[src/rtl/fpu_arbiter.sv]
// Purpose: round-robin share of one pipelined, non-stalling FPU among NUM_REQ requesters, with results routed back by tag.
// Latency: grant is combinational; issue to the FPU is registered (+1); the response arrives FPU_LATENCY cycles after issue.
// Backpressure: req_ready grants one requester per cycle; the FPU and the responses take no backpressure (resp_valid is a strobe).
//
// Ports:
//   clk, rst_n                                      clock, async active-low reset
//   req_valid/req_ready                             per-requester handshake (ready is a one-hot grant)
//   req_operand_a/b, req_operation                  packed per-requester operands, requester i at [i*W +: W]
//   resp_valid, resp_result, resp_exception         per-requester result strobe plus shared result bus
//   fpu_valid_in, fpu_operand_a/b, fpu_operation    registered FPU issue port
//   fpu_valid_out, fpu_result, fpu_exception        FPU result port
//   busy, proto_err                                 activity indicator, sticky tag/FPU disagreement flag
module fpu_arbiter #(
    parameter int NUM_REQ     = 4,
    parameter int DATA_W      = 32,
    parameter int FPU_LATENCY = 2,
    localparam int ID_W       = $clog2(NUM_REQ)
) (
    input  logic                      clk,
    input  logic                      rst_n,
    input  logic [NUM_REQ-1:0]        req_valid,
    output logic [NUM_REQ-1:0]        req_ready,
    input  logic [NUM_REQ*DATA_W-1:0] req_operand_a,
    input  logic [NUM_REQ*DATA_W-1:0] req_operand_b,
    input  logic [NUM_REQ*3-1:0]      req_operation,
    output logic [NUM_REQ-1:0]        resp_valid,
    output logic [DATA_W-1:0]         resp_result,
    output logic                      resp_exception,
    output logic                      fpu_valid_in,
    output logic [DATA_W-1:0]         fpu_operand_a,
    output logic [DATA_W-1:0]         fpu_operand_b,
    output logic [2:0]                fpu_operation,
    input  logic                      fpu_valid_out,
    input  logic [DATA_W-1:0]         fpu_result,
    input  logic                      fpu_exception,
    output logic                      busy,
    output logic                      proto_err
);

    typedef struct packed {
        logic            vld;
        logic [ID_W-1:0] id;
    } tag_t;

    logic [ID_W-1:0] rr_ptr;
    logic [ID_W-1:0] winner;
    logic [ID_W-1:0] scan_id;
    logic            found;
    logic            transfer;
    int              scan_idx;

    // One extra stage over the FPU latency covers the issue register.
    tag_t tag_q [FPU_LATENCY+1];
    tag_t tail;

    // Round-robin scan starting at rr_ptr; first pending requester wins.
    always_comb begin
        winner   = '0;
        found    = 1'b0;
        scan_idx = 0;
        scan_id  = '0;
        for (int k = 0; k < NUM_REQ; k++) begin
            scan_idx = (int'(rr_ptr) + k) % NUM_REQ;
            scan_id  = ID_W'(scan_idx);
            if (!found && req_valid[scan_id]) begin
                found  = 1'b1;
                winner = scan_id;
            end
        end
    end

    // Grants are suppressed while reset is held so nothing is accepted that would be dropped.
    assign transfer = found & rst_n;

    always_comb begin
        req_ready = '0;
        if (transfer) begin
            req_ready[winner] = 1'b1;
        end
    end

    always_ff @(posedge clk or negedge rst_n) begin
        if (!rst_n) begin
            rr_ptr <= '0;
        end else if (transfer) begin
            rr_ptr <= (winner == ID_W'(NUM_REQ - 1)) ? '0 : winner + 1'b1;
        end
    end

    // Operand registers only load on a transfer so the FPU inputs stay quiet when idle.
    always_ff @(posedge clk or negedge rst_n) begin
        if (!rst_n) begin
            fpu_valid_in  <= 1'b0;
            fpu_operand_a <= '0;
            fpu_operand_b <= '0;
            fpu_operation <= '0;
        end else begin
            fpu_valid_in <= transfer;
            if (transfer) begin
                fpu_operand_a <= req_operand_a[winner*DATA_W +: DATA_W];
                fpu_operand_b <= req_operand_b[winner*DATA_W +: DATA_W];
                fpu_operation <= req_operation[winner*3 +: 3];
            end
        end
    end

    always_ff @(posedge clk or negedge rst_n) begin
        if (!rst_n) begin
            for (int k = 0; k <= FPU_LATENCY; k++) begin
                tag_q[k] <= '0;
            end
        end else begin
            tag_q[0] <= {transfer, winner};
            for (int k = 1; k <= FPU_LATENCY; k++) begin
                tag_q[k] <= tag_q[k-1];
            end
        end
    end

    assign tail = tag_q[FPU_LATENCY];

    // Requiring both strobes means a tag/FPU disagreement never produces a response.
    always_comb begin
        resp_valid = '0;
        for (int i = 0; i < NUM_REQ; i++) begin
            resp_valid[i] = fpu_valid_out & tail.vld & (tail.id == ID_W'(i));
        end
    end

    assign resp_result    = fpu_result;
    assign resp_exception = fpu_exception;

    always_comb begin
        busy = fpu_valid_in;
        for (int k = 0; k <= FPU_LATENCY; k++) begin
            busy = busy | tag_q[k].vld;
        end
    end

    always_ff @(posedge clk or negedge rst_n) begin
        if (!rst_n) begin
            proto_err <= 1'b0;
        end else if (fpu_valid_out != tail.vld) begin
            proto_err <= 1'b1;
        end
    end

endmodule
[config.mk]
export PLATFORM = sky130hd
export DESIGN_NAME = fpu_arbiter
export DESIGN_NICKNAME = d
export VERILOG_FILES = /design/src/rtl/fpu_arbiter.sv
export SDC_FILE = /design/constraint.sdc
export NUM_CORES = 1
export LEC_CHECK = 0
export CAP_MARGIN = 20
export CORE_AREA = 2 2 161 163
export CTS_BUF_LIST = sky130_fd_sc_hd__clkbuf_8
export DETAILED_ROUTE_END_ITERATION = 10
export DIE_AREA = 0 0 163 165
export PLACE_DENSITY_LB_ADDON = 0.25
export SLEW_MARGIN = 20
export SYNTH_ARGS = -nofsm -noshare
export SYNTH_HDL_FRONTEND = slang
export SYNTH_SLANG_ARGS = --single-unit
export TNS_END_PERCENT = 5
[constraint.sdc]
create_clock -name clk -period 4.65 [get_ports clk]
set_clock_uncertainty 0.1 [all_clocks]
set_input_delay 1.395 -clock clk [delete_from_list [all_inputs] [get_ports clk]]
set_output_delay 1.395 -clock clk [all_outputs]
set_load 0.02 [all_outputs]
==> flow_summary.rst <==
.. list-table::
   :header-rows: 1

   * - Metric
     - Value
   * - Floorplan Core Area
     - 25000 um^2
   * - Quantity of I/O buffers inserted on ports
     - 352
   * - Commonest cells in the synthesized netlist
     - sky130_fd_sc_hd__and3_1 (137), sky130_fd_sc_hd__a211oi_1 (84), sky130_fd_sc_hd__dfrtp_1 (79)
   * - Cell Pwr Density
     - 484 nW/um^2
   * - Static Leakage
     - 3.90 nW
   * - Number of iterations in the first detailed-routing pass
     - 6
   * - Number of cell instances on the worst register-to-register path
     - 7
   * - Total number of nets in the final design
     - 1224
   * - Vias per std cell
     - 4.80
   * - Mean cell area of the mapped netlist
     - 9.44 um^2
   * - Number of levels the H-tree was split into
     - 3
   * - Overall die width
     - 163 um
   * - Unrepaired setup endpoints after global routing
     - yes
   * - Outcome
     - finished, final reports clean
   * - Wirelength, routed
     - 23700 um
   * - Critical Path Source
     - req_valid[0]
   * - Net switching power of the design
     - 2.14 mW
   * - Library cell with the highest instance count after synthesis
     - sky130_fd_sc_hd__and3_1
   * - Post-detailed-route wirelength per cell
     - 19.0 um
   * - Worst IR drop on VDD
     - 0.258 mV
   * - Kind of critical path
     - in2out
   * - Switching Share
     - 0.455
   * - Fin crit share
     - 0.997
   * - Vias
     - 6000
   * - Post-Place Setup Slack
     - -439 ps
   * - Number of placement rows
     - 58
   * - Net count after synthesis
     - 936
   * - Final number of hold-violating endpoints
     - 0
   * - Cell Chain, Critical Path
     - clkdlybuf4s50_1 > nor2b_1 > or4b_4 > nand2_1 > ha_1 > and2_1 > buf_2
   * - Iteration-0 DRC count of the detailed router
     - 256
   * - Biggest area consumer among synthesized cells
     - sky130_fd_sc_hd__dfrtp_1
   * - Maximum capacitance violations
     - 0
   * - Total number of cells along the worst setup path
     - 7
   * - Setup-violating endpoint count in the final report
     - 0
   * - Ys flop type
     - sky130_fd_sc_hd__dfrtp_1
   * - Reg2Reg Setup Slack
     - 1780 ps
   * - Post-place instance area
     - 9540 um^2
   * - Clock transition at path regs
     - 100 ps
   * - Placed wire-length estimate after detailed placement
     - 16600 um
   * - Fraction of power consumed by combinational cells
     - 0.641
   * - Reg2reg start
     - rr_ptr[1]
   * - Min setup slack post-route
     - 11.9 ps
   * - Number of remaining DRC errors
     - 0
   * - Final critical path time including I/O delays and setup
     - 4640 ps
   * - Element type at the critical path end
     - primary output
   * - Number of library cell types mapped by synthesis
     - 31
   * - Worst path buffer plus inverter count
     - 2
   * - Syn Inst Count
     - 626
   * - Y dimension of the die
     - 165 um
   * - Syn-to-layout area delta
     - 64.7%
   * - Total design power
     - 4.71 mW
   * - Power share of the clock group
     - 0.121
   * - Fraction of final layout cells sized beyond drive strength 1
     - 0.173
   * - Worst endpoint data arrival time
     - 3140 ps
   * - CTS Root Cell
     - sky130_fd_sc_hd__clkbuf_8
   * - Count of warnings emitted by yosys
     - 0
   * - Register area share after synthesis
     - 0.335
   * - Class of the worst hold path
     - reg2reg
   * - Kind of cell adding the most delay to the critical path
     - simple AND/OR/NAND/NOR gates
   * - Vias in the first global route
     - 5957
   * - Latest clock arrival within the worst-skew pair
     - 360 ps
   * - Worst path required time
     - 3150 ps
   * - Fmax achieved
     - 216 MHz
   * - Starting Density
     - 0.236
   * - Slew @ Worst Pin
     - 947 ps
   * - Number of antenna violations at the first check in global routing
     - 1
   * - Cell with the largest stage delay on the worst path
     - sky130_fd_sc_hd__or4b_4
   * - Number of storage elements in the synthesis netlist
     - 79
   * - Relative slew margins
     - 0.369
   * - Design area
     - 9730 um^2
   * - Fraction of post-synthesis cell area in the top cell type by area
     - 0.335
   * - Maximum net fanout on the critical path
     - 4
   * - Antenna Nets Post-Route
     - 0
   * - Worst setup path endpoint
     - req_ready[3]
   * - Grt total ovfl
     - 0
   * - Die Outline Area
     - 26900 um^2
   * - Total global routing track utilization
     - 0.167
   * - Max-slew violation count
     - 0
   * - Cells taking the most area after synthesis
     - sky130_fd_sc_hd__dfrtp_1 (33%), sky130_fd_sc_hd__and3_1 (15%), sky130_fd_sc_hd__a211oi_1 (11%)
   * - Number of buffers inserted during clock tree synthesis
     - 9
   * - Worst reg2reg endpoint
     - fpu_operation[1]
   * - Clock tree from TritonCTS
     - built
   * - Pin count of the biggest net entering global routing
     - 100
   * - Internal power component
     - 2.57 mW
   * - Synthesized area
     - 5910 um^2
   * - Number of primary I/O pins
     - 419
   * - Num Clock Sinks
     - 79
   * - Number of buffers on the longest clock path
     - 2
   * - Wire length of the first global-routing pass
     - 34600 um
   * - Part of the total power dissipated in sequential elements
     - 0.238
   * - FFs w/ async S/R, synth
     - 1.00
   * - Critical path's largest stage delay
     - 520 ps
   * - Post-synth EDFFs
     - 0
   * - Crit start category
     - input port
   * - Weighted congestion at the end of routability-driven global placement
     - 0.789
   * - Antenna cell count
     - 0
power by group through the flow:
stage	Combinational [mW]	Clock, mW	Sequential, mW
2_1_floorplan	1.55	0	1.43
3_3_place_gp	3.06	0	1.13
3_5_place_dp	3.07	0	1.13
4_1_cts	3.07	0.597	1.12
5_1_grt	3.24	0.626	1.16
6_report	3.02	0.569	1.12
sequential cells by signal (all words and copies together) (netlist names):
signal / count
fpu_operand_a: 32
fpu_operand_b: 32
proto_err: 1
rr_ptr: 2
fpu_operation: 3
tag_q: 9
through the flow:
stage / hold slack (ps) / util / TNS (ps) / instances
4_1_cts: 256 / 0.389 / -26.6 / 1249
3_5_place_dp: 236 / 0.381 / -1450 / 1233
3_3_place_gp: 234 / 0.381 / -1300 / 1233
5_1_grt: 260 / 0.389 / -69.1 / 1249
2_1_floorplan: 231 / - / 0 / 626
6_report: 255 / 0.389 / 0 / 1249
kinds of logic (layout without fill, tap and decap cells):
family / after synthesis / in the layout / synth area share
and+or+nand+nor: 230 / 230 / 0.212
DFF: 79 / 79 / 0.335
AOI/OAI and AO/OA: 206 / 206 / 0.347
adders and majority gates: 2 / 2 / 0.00423
buffers and inverters: 109 / 402 / 0.102
placed cells by master, fill, tap and decap left out, drive strengths merged:
| cell type | count |
|---|---|
| o32ai | 1 |
| nor2b | 4 |
| nand2 | 75 |
| or2 | 1 |
| nor3b | 1 |
| nor2 | 5 |
| a21boi | 1 |
| or4b | 1 |
| o41ai | 1 |
| a211oi | 134 |
| clkdlybuf4s50 | 347 |
| clkbuf | 10 |
| and2 | 1 |
| and3b | 1 |
| ha | 2 |
| or4 | 1 |
| o31ai | 67 |
| a21o | 1 |
| or3 | 1 |
| bufinv | 1 |
| a31oi | 1 |
| dfrtp | 79 |
| inv | 6 |
| and3 | 137 |
| clkinvlp | 3 |
| nor3 | 2 |
| buf | 35 |
routing by layer:
metal  GRT usage  wire length, um
met1       0.203             9990
met2       0.288            11600
met3      0.0475             1700
met4      0.0495              458
met5           0               10
timing repair:
action | in CTS | in global routing
gates resized for setup | 14 | 4
setup endpoints to repair | 4 | 4
hold buffers | 0 | 0
buffers inserted | 0 | 0
worst min-delay path by stage:
stage	from	end	slack, ps	cells past startpoint
5_1_grt	tag_q[7]	tag_q[4]	260	0
3_3_place_gp	tag_q[3]	tag_q[0]	230	0
6_report	tag_q[7]	tag_q[4]	250	0
2_1_floorplan	tag_q[3]	tag_q[0]	230	0
3_5_place_dp	tag_q[4]	tag_q[1]	240	0
4_1_cts	tag_q[7]	tag_q[4]	260	0
area by class of cell:
class	count	area, um^2
clock inverters	7	78.8
well taps	330	413
multi-input cells	438	3370
flip-flops and latches	79	1980
repair buffers	383	3760
clock buffers	9	124
inverters	3	11.3
fillers	2560	15300
(Power assumes the default switching activity.)
